$ cat config.mk
export PLATFORM = sky130hd
export DESIGN_NAME = control_unit
export DESIGN_NICKNAME = d
export VERILOG_FILES = /design/src/rtl/control_unit.sv
export SDC_FILE = /design/constraint.sdc
export NUM_CORES = 1
export LEC_CHECK = 0
export CORE_AREA = 2 2 44 46
export DETAILED_ROUTE_END_ITERATION = 7
export DIE_AREA = 0 0 46 48
export GPL_TIMING_DRIVEN = 1
export PLACE_DENSITY = 0.75
export SLEW_MARGIN = 25
export SYNTH_ARGS = -nofsm -noshare
export SYNTH_HDL_FRONTEND = slang
export SYNTH_SLANG_ARGS = --single-unit
$ cat constraint.sdc
create_clock -name Clk -period 1.6 [get_ports Clk]
set_input_delay 0.16 -clock Clk [delete_from_list [all_inputs] [get_ports Clk]]
set_output_delay 0.16 -clock Clk [all_outputs]
set_load 0.02 [all_outputs]
$ cat src/rtl/control_unit.sv
// ---------------------------------------------------------------------------
// control_unit
//   Instruction-sequencing controller for the 8-bit CPU. A Moore FSM walks
//   every instruction through FETCH -> LOAD_IR -> EXEC (three clocks). It
//   decodes the opcode in EXEC into the datapath load, select and PC-source
//   controls. HLT_OP parks the machine in HALT until Reset.
//
// Ports
//   Clk          system clock, rising edge
//   Reset        synchronous active-high reset (shared with datapath/PC/IR)
//   Start        level-sensitive run request, honoured only in IDLE
//   IRCU[3:0]    opcode field of the current instruction
//   Zero         answer register == 0 (value before the current instruction)
//   A_select     reg A source: 0 = InputA, 1 = answer
//   B_select     reg B source: 0 = InputB, 1 = answer
//   Aload/Bload  load reg A / reg B
//   ANSload      load answer register from ALU
//   select_mode  ALU op: 00 add, 01 sub, 10 and, 11 or
//   IRload       load IR from ROM output
//   PCload       load PC
//   JSM[1:0]     PC source: 00 PC+1, 01 IR address field, 10 mode input
//   Busy         high in FETCH, LOAD_IR and EXEC
//   Halted       high in HALT
//   InstrCount   retired-instruction count (wraps)
// ---------------------------------------------------------------------------
module control_unit #(
  parameter int         CNT_W  = 8,
  parameter logic [3:0] HLT_OP = 4'hF
) (
  input  logic             Clk,
  input  logic             Reset,
  input  logic             Start,
  input  logic [3:0]       IRCU,
  input  logic             Zero,
  output logic             A_select,
  output logic             B_select,
  output logic             Aload,
  output logic             Bload,
  output logic             ANSload,
  output logic [1:0]       select_mode,
  output logic             IRload,
  output logic             PCload,
  output logic [1:0]       JSM,
  output logic             Busy,
  output logic             Halted,
  output logic [CNT_W-1:0] InstrCount
);

  typedef enum logic [2:0] {
    IDLE    = 3'd0,
    FETCH   = 3'd1,
    LOAD_IR = 3'd2,
    EXEC    = 3'd3,
    HALT    = 3'd4
  } state_t;

  state_t state, state_nxt;

  // State register
  always_ff @(posedge Clk) begin
    if (Reset) state <= IDLE;
    else       state <= state_nxt;
  end

  // One instruction retires on every EXEC cycle, including HLT.
  always_ff @(posedge Clk) begin
    if (Reset)              InstrCount <= '0;
    else if (state == EXEC) InstrCount <= InstrCount + 1'b1;
  end

  // Next-state logic
  always_comb begin
    state_nxt = state;
    unique case (state)
      IDLE:    if (Start) state_nxt = FETCH;
      FETCH:   state_nxt = LOAD_IR;
      LOAD_IR: state_nxt = EXEC;
      EXEC:    state_nxt = (IRCU == HLT_OP) ? HALT : FETCH;
      HALT:    state_nxt = HALT;
      default: state_nxt = IDLE;
    endcase
  end

  // Output decode (Moore on state, plus opcode/Zero while in EXEC)
  always_comb begin
    A_select    = 1'b0;
    B_select    = 1'b0;
    Aload       = 1'b0;
    Bload       = 1'b0;
    ANSload     = 1'b0;
    select_mode = 2'b00;
    IRload      = 1'b0;
    PCload      = 1'b0;
    JSM         = 2'b00;
    Busy        = (state == FETCH) || (state == LOAD_IR) || (state == EXEC);
    Halted      = (state == HALT);

    if (state == LOAD_IR) begin
      IRload = 1'b1;
    end else if (state == EXEC && IRCU != HLT_OP) begin
      // Checked first so HLT_OP wins even if parameterised onto a
      // regular opcode slot.
      PCload = 1'b1;
      unique case (IRCU)
        4'h1: Aload = 1'b1;
        4'h2: Bload = 1'b1;
        4'h3: begin A_select = 1'b1; Aload = 1'b1; end
        4'h4: begin B_select = 1'b1; Bload = 1'b1; end
        4'h5: ANSload = 1'b1;
        4'h6: begin ANSload = 1'b1; select_mode = 2'b01; end
        4'h7: begin ANSload = 1'b1; select_mode = 2'b10; end
        4'h8: begin ANSload = 1'b1; select_mode = 2'b11; end
        4'h9: JSM = 2'b01;
        4'hA: JSM = Zero ? 2'b01 : 2'b00;
        4'hB: JSM = 2'b10;
        default: ;  // NOP, reserved C/D/E
      endcase
    end
  end

endmodule
==> Word-level counts from Yosys, hierarchy flattened <==
Cells that the tools add are included.
{ "word_totals": {"register_bits": 11, "in_bits": 8, "out_inout_bits": 21, "wordCells": 56} }
{ "op_classes": {"n_addsub": 1, "n_eq_ne": 18, "muxes": 28, "reduce_logical": 7} }
{ "ops": {"columns": ["cell", "count"], "rows": [
  ["equality test 4 bit, second input constant", 5],
  ["two-way mux 1 bit", 19],
  ["equality test 4 x 3 -> 1 bit, second input constant", 4],
  ["case mux 3 bit (5 select lines)", 1],
  ["case mux 2 bit (3 select lines)", 2],
  ["adder 8 x 1 -> 8 bit, second input constant", 1],
  ["equality test 4 x 2 -> 1 bit, second input constant", 2],
  ["two-way mux 2 bit", 4],
  ["equality test 3 x 2 -> 1 bit, second input constant", 2],
  ["two-way mux 3 bit", 2],
  ["equality test 4 x 1 -> 1 bit, second input constant", 1],
  ["!= test 4 bit, second input constant", 1],
  ["OR reduction 2 bit", 2],
  ["OR reduction 4 bit", 1],
  ["equality test 3 x 1 -> 1 bit, second input constant", 1],
  ["equality test 3 bit, second input constant", 1],
  ["logical NOT 3 bit", 1],
  ["logical OR 1 bit", 2],
  ["!= test 2 bit, second input constant", 1],
  ["logical AND 1 bit", 1]
]} }

==> Longest topological paths before layout <==
Gate-level depths: netlist (run 1).
{ "depth": {"word_depth": 5, "depth_mapped": 5, "ltp_nobuf": 4} }

==> Worst setup path before layout (run 1) <==
No wires, ideal clock.
{ "synth_timing": {"path_kind": "register -> output", "startpoint": "register state[0]", "endpoint": "output port Aload", "arrival_time_ps": 1433, "required_time_ps": 1440, "setup_slack_ps": 7, "path_stages_with_launch": 5, "n_path_buf": 2, "cell_sequence": "dfxtp_1 > buf_4 > nand3b_4 > buf_2 > nor4b_1"} }
{ "synth_via": {"elab_chain_len": 4, "word_cells_on_any_way": 5, "classes_between": "eq/ne (2); mux (2); reduce/logical (1)"} }
{ "synth_rtl": {"columns": ["element", "line", "source"], "rows": [
  ["start, declared", "57", "state_t state, state_nxt;"],
  ["start signal, assigned", "62", "else state <= state_nxt;"],
  ["equality test 3 x 2 -> 1 bit", "100", "end else if (state == EXEC && IRCU != HLT_OP) begin"],
  ["logical AND 1 bit", "100", null],
  ["two-way mux 1 bit", "100", null],
  ["two-way mux 1 bit *", "98", "if (state == LOAD_IR) begin"],
  ["end, declared", "37", "output logic Aload,"]
]} }
Every way passes the cells marked *; elsewhere a longest branch is shown, timed or not.

==> Worst setup path after layout (run 1) <==
{ "layout_timing": {"startpoint": "register state[2]", "endpoint": "output port JSM[1]"} }
{ "layout_via": {"elab_chain_len": 4, "word_cells_on_any_way": 5, "classes_between": "eq/ne (2); mux (2); reduce/logical (1)"} }
{ "layout_rtl": {"columns": ["element", "line", "source"], "rows": [
  ["equality test 3 x 2 -> 1 bit", "100", null],
  ["logical AND 1 bit", "100", null],
  ["two-way mux 2 bit", "100", null],
  ["two-way mux 2 bit *", "98", null],
  ["end, declared", "43", "output logic [1:0] JSM,"]
]} }
Marked as above.

==> results.yml, run 1 <==
clock_network:
  htreeDepth: 1
  cts.sinks: 11
  clock-root-buffer: "clkbuf_4"
  path_clk_slew_ns: 0.07
  insertion_delay_ns: 0.26
  numCtsBuffers: 3
  clk_path_buf_depth: 2
  cts_tree: "yes"
  hold_buffers: 0
logic_synthesis:
  synth_area_per_cell_um2: 7.860
  synth_top_cell_area_share_pct: 32.96
  synth.most_common_cell: "dfxtp_1"
  synth_seq_cells: 11
  synth.area.top_cells: "dfxtp_1, a21oi_1, nor2_1"
  ys_seq_area_share_pct: 32.96
  synth-edff-count: 0
  synthTopCellsByCount: "dfxtp_1, a21oi_1, nor2_1, nand2_1, clkbuf_1"
  syn-cell-area_um2: 668.1
  yosys.area.top_type: "dfxtp_1"
  syn_nets: 94
  yosysUniqueCellTypes: 30
  syn_inst: 85
  async_reset_ff_share_pct: 0
  synthFlopType: "dfxtp_1"
  yosys_warnings: 0
worst_setup_path:
  cpPeakStageDelay_ns: 0.34
  path_cells: "and3b_1, nand3b_1, nor2_1, clkdlybuf4s15_2"
  slowest_stage: "dfxtp_1"
  reg2reg_slack_ns: 0.16
  timing.rr.start: "state[2]"
  cp.arrival_ns: 1.34
  cp.required_ns: 1.44
  reg2reg_depth: 4
  cp-end-kind: "output pin"
  r2r-end: "InstrCount[5]"
  critical-path-top-delay-family: "simple AND/OR/NAND/NOR gates"
  worstSetupPathType: "register to output pin"
  crit_path_max_fanout: 5
  cp.depth: 4
  worst_setup_path_start_kind: "register"
  path_buf_inv: 1
power_and_ir_drop:
  power_uw: 680.6
  peakVddDrop_mv: 0.2661
  power.switching_uw: 201.3
  switching_share_pct: 29.57
  clkPwrFrac_pct: 27.3
  power_frac_comb_pct: 28.0
  p_int_uw: 479.4
  seqPwrFrac_pct: 44.7
  cellPowerDensity_nw_per_um2: 666.6
  p_leak_uw: 0.0004488
min_path:
  hold_path.class: "register to register"
  hold-path-cell-count: 2
  hold_start: "InstrCount[7]"
  min_to: "InstrCount[7]"
sta:
  slew_viol_final: 0
  layout_min_cycle_time_ns: 1.503
  slew_headroom_pct: 71.51
  rsz0062_at_grt: "no"
  fin_skew_ns: 0.005427
  fin_hold_ws_ns: 0.4809
  fin_crit_sh_pct: 93.95
  finalHoldViolCount: 0
  max_freq_mhz: 665.2
  finalSetupTns_ns: 0
  worst_slew_pin_slew_ns: 0.4260
  finalSetupViolCount: 0
grt:
  grt_pass1_vias: 677
  grt-ovfl-total: 0
  antenna_found_initial: 0
  grt_max_degree: 12
  gr-usage-all-layers_pct: 16.24
  grt_pass1_wl_um: 2615
outcome:
  status: "finished clean"
placed_design:
  numPortBuffers: 28
  routabilityCongestion: 0.7699
  dp_cells: 134
  placed_area_um2: 1021
  hpwlAfterDp_um: 1257
floorplan:
  pin_count: 29
  die_w_um: 46
  initial_core_util_pct: 39.56
  die-area_um2: 2208
  rows: 15
  core-area_um2: 1689
  die_h_um: 48
layout:
  fillers: 164
  final_cell_count_no_fill: 138
  drive_above_1_share_pct: 26.45
  fin_area_um2: 1021
  final_nets: 131
  diodes: 0
  area_growth_pct: 52.81
drt:
  drc: 0
  final_antenna_net_count: 0
  drtIter0Drc: 11
  viasPerCell: 5.283
  wl_per_cell_um: 11.41
  wirelength_um: 1575
  vias: 729
  dr.pass1.iters: 4
run:
  drv_cap: 0
## cell usage in the layout (no fill, tap or decap), drive strengths merged, types with 3 or more instances in the layout
master / instances
a21oi: 10
nor3: 3
clkbuf: 9
dlymetal6s2s: 4
buf: 17
or3: 3
o21ai: 4
dfxtp: 11
clkdlybuf4s50: 11
xnor2: 3
nor2: 10
nand2: 6
## what timing repair did
item	4_1_cts	5_1_grt
pin swaps	0	2
endpoints found under the setup margin	13	11
gates resized for setup	36	20
setup buffers	0	0
endpoints found under the hold margin	0	0
## final cells by class
| class | instances | area [µm²] | share of cell area (%) |
|---|---|---|---|
| Clock buffer | 4 | 26.28 | 2.574 |
| Tap cell | 17 | 21.27 | 2.083 |
| Inverter | 1 | 3.754 | 0.3676 |
| Multi-Input combinational cell | 65 | 412.9 | 40.44 |
| Timing Repair Buffer | 40 | 334.1 | 32.72 |
| Sequential cell | 11 | 222.7 | 21.81 |
## power by group through the flow
stage                     Sequential (µW)  Clock (µW)  Combinational, µW
after floorplan                       299           0                128
after global placement                309           0                201
after detailed placement              309           0                203
after CTS                             303         188                192
after global routing                  307         208                209
final                                 304         186                191
## worst max path at each step
stage,from,endpoint,slack [ns]
3_3_place_gp,IRCU[0],select_mode[1],-0.43
5_1_grt,state[2],JSM[1],0.006
4_1_cts,IRCU[0],ANSload,-0.002
2_1_floorplan,state[0],Aload,0.007
6_report,state[2],JSM[1],0.1
3_5_place_dp,IRCU[0],ANSload,-0.45
## layer usage
layer,track usage (%),vias to the layer above,part of all wire [%]
met5,0,-,0
met4,6.857,0,0.70
met3,4.151,2,6.9
met2,32.78,23,52
met1,15.21,324,41
li1,-,380,-
## state kept, by name, indices dropped and copies added, names as in the netlist
register / cells
InstrCount: 8
state: 3
## stage by stage
stage | setup WS [ns] | util (%)
3_3_place_gp | -0.4253 | 60.44
5_1_grt | 0.006294 | 60.44
4_1_cts | -0.001741 | 60.30
3_5_place_dp | -0.4469 | 60.44
6_report | 0.09673 | 60.44
2_1_floorplan | 0.006990 | -
## cell families (layout without fill, tap and decap cells)
group                    Yosys count  after routing  synth area share, %
flip-flops                        11             11                32.96
AO/OA/AOI/OAI                     17             17                13.67
multiplexers                       1              1                1.685
AND/OR/NAND/NOR                   42             42                38.20
buffers and inverters              9             45                6.365
adder cells (fa/ha/maj)            1              1                1.872
XOR/XNOR                           4              4                5.244
## tightest hold or removal path, delay by kind of cell (launching register included)
family	cells	cell delay, ns
compound gates	2	0.11
flops	1	0.32
(Power assumes the default switching activity.)
==> inputs of run 2 (changes only) <==
- CTS_CLUSTER_DIAMETER: not set -> 80
==> results of run 2 <==
Final layout, timing and power as in run 1 (identical DEF).
